### config.mk
export PLATFORM = sky130hd
export DESIGN_NAME = control_unit
export DESIGN_NICKNAME = d
export VERILOG_FILES = /design/src/rtl/control_unit.sv
export SDC_FILE = /design/constraint.sdc
export NUM_CORES = 1
export LEC_CHECK = 0
export BUFFER_PORTS_ARGS = -buffer_cell sky130_fd_sc_hd__buf_2
export CORE_MARGIN = 1.5
export CORE_UTILIZATION = 31
export CTS_BUF_LIST = sky130_fd_sc_hd__clkbuf_4 sky130_fd_sc_hd__clkbuf_8 sky130_fd_sc_hd__clkbuf_16
export DETAILED_ROUTE_END_ITERATION = 8
export MAX_ROUTING_LAYER = met4
export PLACE_DENSITY = 0.68
export SYNTH_ARGS = -nofsm -noshare
export SYNTH_HDL_FRONTEND = slang
export SYNTH_SLANG_ARGS = --single-unit
### constraint.sdc
create_clock -name Clock -period 1.4 [get_ports Clock]
set_input_delay 0.28 -clock Clock [delete_from_list [all_inputs] [get_ports Clock]]
set_output_delay 0.28 -clock Clock [all_outputs]
set_load 0.02 [all_outputs]
### src/rtl/control_unit.sv
// control_unit: hardwired Moore sequencer for a Mini SRC subset.
// Walks the fetch cycle (T0..T2), decodes IR[31:27] in T3 and steps the
// execute states T3..T6 one per clock, driving the datapath control lines.
// Optional feature macro: JAL_EN (jump-and-link support). When it is
// undefined, opcode 10100 behaves as nop and R15in stays 0.
`timescale 1ns/1ps

module control_unit (
  input  logic        Clock,
  input  logic        Clear,
  input  logic [31:0] IR,
  input  logic        conOut,
  output logic        PCout,
  output logic        Zlowout,
  output logic        MDRout,
  output logic        Rout,
  output logic        Cout,
  output logic        MARin,
  output logic        Zlowin,
  output logic        PCin,
  output logic        MDRin,
  output logic        IRin,
  output logic        Yin,
  output logic        Rin,
  output logic        IncPC,
  output logic        Read,
  output logic        conInput,
  output logic        Gra,
  output logic        Grb,
  output logic        Grc,
  output logic        R15in,
  output logic [3:0]  ctrl,
  output logic        Run
);

  localparam int OPC_HI = 31;

  localparam logic [3:0] ALU_AND = 4'd0;
  localparam logic [3:0] ALU_OR  = 4'd1;
  localparam logic [3:0] ALU_ADD = 4'd2;
  localparam logic [3:0] ALU_SUB = 4'd3;

  localparam logic [4:0] OP_ADD  = 5'b00011;
  localparam logic [4:0] OP_SUB  = 5'b00100;
  localparam logic [4:0] OP_AND  = 5'b01001;
  localparam logic [4:0] OP_OR   = 5'b01010;
  localparam logic [4:0] OP_ADDI = 5'b01011;
  localparam logic [4:0] OP_ANDI = 5'b01100;
  localparam logic [4:0] OP_ORI  = 5'b01101;
  localparam logic [4:0] OP_BR   = 5'b10010;
  localparam logic [4:0] OP_JR   = 5'b10011;
  localparam logic [4:0] OP_HALT = 5'b11010;
`ifdef JAL_EN
  localparam logic [4:0] OP_JAL  = 5'b10100;
`endif

  typedef enum logic [3:0] {
    S_RST, S_T0, S_T1, S_T2, S_T3, S_T4, S_T5, S_T6, S_HALT
  } state_t;

  state_t state, next_state;

  logic [4:0] opcode;
  logic       is_r, is_i, is_alu, is_br, is_jr, is_jal, is_halt;
  logic       unused_ir;

  // Only the opcode field steers sequencing; register fields are decoded
  // by the datapath itself through Gra/Grb/Grc.
  assign opcode    = IR[OPC_HI -: 5];
  assign unused_ir = ^IR[OPC_HI-5:0];

  assign is_r    = (opcode == OP_ADD) || (opcode == OP_SUB) ||
                   (opcode == OP_AND) || (opcode == OP_OR);
  assign is_i    = (opcode == OP_ADDI) || (opcode == OP_ANDI) ||
                   (opcode == OP_ORI);
  assign is_alu  = is_r || is_i;
  assign is_br   = (opcode == OP_BR);
  assign is_jr   = (opcode == OP_JR);
  assign is_halt = (opcode == OP_HALT);
`ifdef JAL_EN
  assign is_jal  = (opcode == OP_JAL);
`else
  assign is_jal  = 1'b0;
`endif

  // Maps an ALU-class opcode to the ALU ctrl encoding.
  function automatic logic [3:0] alu_code(input logic [4:0] op);
    case (op)
      OP_ADD, OP_ADDI: alu_code = ALU_ADD;
      OP_SUB:          alu_code = ALU_SUB;
      OP_AND, OP_ANDI: alu_code = ALU_AND;
      OP_OR,  OP_ORI:  alu_code = ALU_OR;
      default:         alu_code = ALU_ADD;
    endcase
  endfunction

  // State register; Clear asynchronously parks the sequencer in RST.
  always_ff @(posedge Clock or posedge Clear) begin
    if (Clear) state <= S_RST;
    else       state <= next_state;
  end

  // Next-state and Moore output decode (T6 PCin also follows conOut).
  always_comb begin
    next_state = state;
    PCout = 1'b0; Zlowout = 1'b0; MDRout = 1'b0; Rout = 1'b0; Cout = 1'b0;
    MARin = 1'b0; Zlowin = 1'b0; PCin = 1'b0; MDRin = 1'b0; IRin = 1'b0;
    Yin = 1'b0; Rin = 1'b0; IncPC = 1'b0; Read = 1'b0; conInput = 1'b0;
    Gra = 1'b0; Grb = 1'b0; Grc = 1'b0; R15in = 1'b0;
    ctrl = 4'd0;
    Run  = 1'b1;
    case (state)
      S_RST: begin
        Run        = 1'b0;
        next_state = S_T0;
      end
      S_T0: begin
        PCout = 1'b1; MARin = 1'b1; IncPC = 1'b1; Zlowin = 1'b1;
        next_state = S_T1;
      end
      S_T1: begin
        Zlowout = 1'b1; PCin = 1'b1; Read = 1'b1; MDRin = 1'b1;
        next_state = S_T2;
      end
      S_T2: begin
        MDRout = 1'b1; IRin = 1'b1;
        next_state = S_T3;
      end
      S_T3: begin
        if (is_alu) begin
          Grb = 1'b1; Rout = 1'b1; Yin = 1'b1;
          next_state = S_T4;
        end else if (is_br) begin
          Gra = 1'b1; Rout = 1'b1; conInput = 1'b1;
          next_state = S_T4;
        end else if (is_jr) begin
          Gra = 1'b1; Rout = 1'b1; PCin = 1'b1;
          next_state = S_T0;
        end else if (is_jal) begin
          PCout = 1'b1;
`ifdef JAL_EN
          R15in = 1'b1;
`endif
          next_state = S_T4;
        end else if (is_halt) begin
          next_state = S_HALT;
        end else begin
          next_state = S_T0;
        end
      end
      S_T4: begin
        next_state = S_T5;
        if (is_r) begin
          Grc = 1'b1; Rout = 1'b1; Zlowin = 1'b1;
          ctrl = alu_code(opcode);
        end else if (is_i) begin
          Cout = 1'b1; Zlowin = 1'b1;
          ctrl = alu_code(opcode);
        end else if (is_br) begin
          PCout = 1'b1; Yin = 1'b1;
        end
`ifdef JAL_EN
        else if (is_jal) begin
          Gra = 1'b1; Rout = 1'b1; PCin = 1'b1;
          next_state = S_T0;
        end
`endif
      end
      S_T5: begin
        if (is_alu) begin
          Zlowout = 1'b1; Gra = 1'b1; Rin = 1'b1;
          next_state = S_T0;
        end else if (is_br) begin
          Cout = 1'b1; Zlowin = 1'b1; ctrl = ALU_ADD;
          next_state = S_T6;
        end else begin
          next_state = S_T0;
        end
      end
      S_T6: begin
        Zlowout = 1'b1;
        PCin    = conOut;
        next_state = S_T0;
      end
      S_HALT: begin
        Run        = 1'b0;
        next_state = S_HALT;
      end
      default: begin
        Run        = 1'b0;
        next_state = S_RST;
      end
    endcase
  end

endmodule

==> impl_metrics.ini <==
[critical_path]
r2r-end = state[2]
slowest_stage = dfrtp_1
crit_required_ps = 1120
max_stage_delay_ps = 400
worstRegToRegCells = 5
worstSetupPathType = reg -> out
crit_path_start_kind = register
critPathTopFamily = simple AND/OR/NAND/NOR gates
worstPathArrival_ps = 1570
r2r_slack_ps = 80
r2r_start = state[2]
path_cells = nand2b_4, nand4b_1, a221oi_4, buf_6
crit_path_max_fanout = 5
crit_path_end_kind = output pin
crit_cells = 4
path_buf_inv = 1

[placed_design]
hpwl_mm = 1.70
dp_cells = 172
pre_cts_slack_ps = -338
place.gp.congestion = 0.804
place.port_buffers = 28
placed_area_um2 = 1230

[final_layout]
area_growth_pct = 111
largest_reg_flops = 4
top_regs = state: 4 flops
top_register = state
diodes = 0
most-common-layout-cells = 32 x buf_4, 24 x buf_6, 6 x nor2_4, 6 x buf_2
drive_gt1_share_pct = 70.3
utilization_pct = 70.1
fin_cells = 183
final_cell_area_um2 = 1570
nets = 192
mostFrequentLayoutCell = buf_4

[detailed_routing]
firstDrtPassIters = 4
drt_iter0_drc = 19
wl_per_cell_um = 14.9
ant_nets = 0
drc = 0
routed_wl_mm = 2.73
vias = 949
viasPerCell = 5.19

[job]
drv_cap = 0

[floorplanning]
core_area_um2 = 2230
row_count = 17
start_util_pct = 33.2
pin_count = 59
die_h_um = 51.9
die_w_um = 51.9
die_area_um2 = 2700

[clock_network]
clk_pin_slew_ps = 40
cts_max_path_buffers = 2
htreeDepth = 1
insertion_delay_ps = 240
tritoncts = done
cts_root_buf = clkbuf_4
cts.sinks = 4
cts_buffers = 3

[sta]
setup_viol = 21
hold_violations = 0
hold-worst-slack_ps = 458
fmax_mhz = 541
finalCriticalPeriod_ps = 1850
finClkSkew_ps = 6.51
period_share_pct = 132
post-route-worst-setup-slack_ps = -447
finalMaxSlewViolations = 0
fin_tns_setup_ps = -6370
rsz0062_at_grt = yes

[yosys]
synth.yosys.warnings = 0
synthCells = 99
synth-seq-cells = 4
ys.flop_type = dfrtp_1
synth_area_um2 = 742
synth_edf_count = 0
ys_types = 44
avgSynthCellArea_um2 = 7.49
seq_area_frac_synth_pct = 13.5
synthArstFlopShare_pct = 100

[grt]
grt_max_degree = 15
grt_pass1_wl_mm = 4.20
grt_pass1_vias = 934
track_usage_pct = 21.4
antenna_found_initial = 0
grt-ovfl-total = 0

[worst_hold_path]
min_path_type = in -> async

[power]
vdd_ir_drop_max_v = 0.00114
p_total_mw = 2.26
cellLeakagePower_nw = 0.641
power_density_nw_per_um2 = 1440

[run_status]
violations = setup timing
status = finished, violations left
-- per-layer routing --
metal  global-route usage (%)  up-vias  wire length [um]
li1                         -      465                 -
met4                     11.0        0                52
met2                     38.0       34              1570
met3                     1.44        5                97
met5                        -        -                 0
met1                     23.9      445              1010
-- how the worst max path moves through the flow --
stage                         from       to
after floorplan           state[3]     Read
after global placement      IR[28]  ctrl[1]
after detailed placement    IR[27]   Zlowin
after CTS                 state[1]     Rout
after global routing      state[1]   Zlowin
final                     state[1]  ctrl[1]
-- power breakdown --
part | internal (mW) | leakage (nW) | switching, mW
clock network | 0.0963 | 0.0138 | 0.0530
registers | 0.155 | 0.0479 | 0.0513
logic | 0.995 | 0.579 | 0.905
total | 1.25 | 0.641 | 1.01
-- cell type report --
type,count,area (um^2)
Sequential cell,4,103
Multi-Input combinational cell,80,805
Fill cell,181,668
Timing Repair Buffer,66,593
Inverter,2,7.51
Tap cell,28,35.0
Clock buffer,3,22.5
-- tightest hold or removal path, cell delays in order --
cell,delay [ps]
dlygate4sd3_1,530
buf_2,120
inv_1,120
-- cells in the mapped netlist, types with 2 or more instances --
cell      instances  area (um^2)
buf_4            11         82.6
nor2_1            9         33.8
nand2_1           5         18.8
nor3_1            5         25.0
a21oi_1           4         20.0
dfrtp_1           4          100
nand2b_1          4         25.0
nor2b_1           4         25.0
o21ai_0           4         20.0
o22ai_1           4         25.0
a31oi_1           2         12.5
and2b_1           2         15.0
clkbuf_1          2         7.51
inv_1             2         7.51
nand3_1           2         10.0
nand3b_1          2         15.0
nand4_1           2         12.5
nand4b_1          2         17.5
nor3b_1           2         15.0
xnor2_1           2         17.5
xor2_1            2         17.5
-- cells by family after synthesis --
group | synth area share [%]
AND/OR/NAND/NOR | 43.5
AO/OA/AOI/OAI | 22.4
buffers and inverters | 15.3
XOR/XNOR | 4.72
flip-flops | 13.5
other | 0.505
-- what timing repair did --
item | in CTS | in global routing
hold buffers | 1 | 0
cloned | 0 | 0
setup endpoints to repair | 21 | 22
hold endpoints to repair | 4 | 0
setup buffers | 5 | 5
pin swaps | 7 | 8
gates resized for setup | 50 | 23
Note: power is estimated with default switching activity, not from simulation.
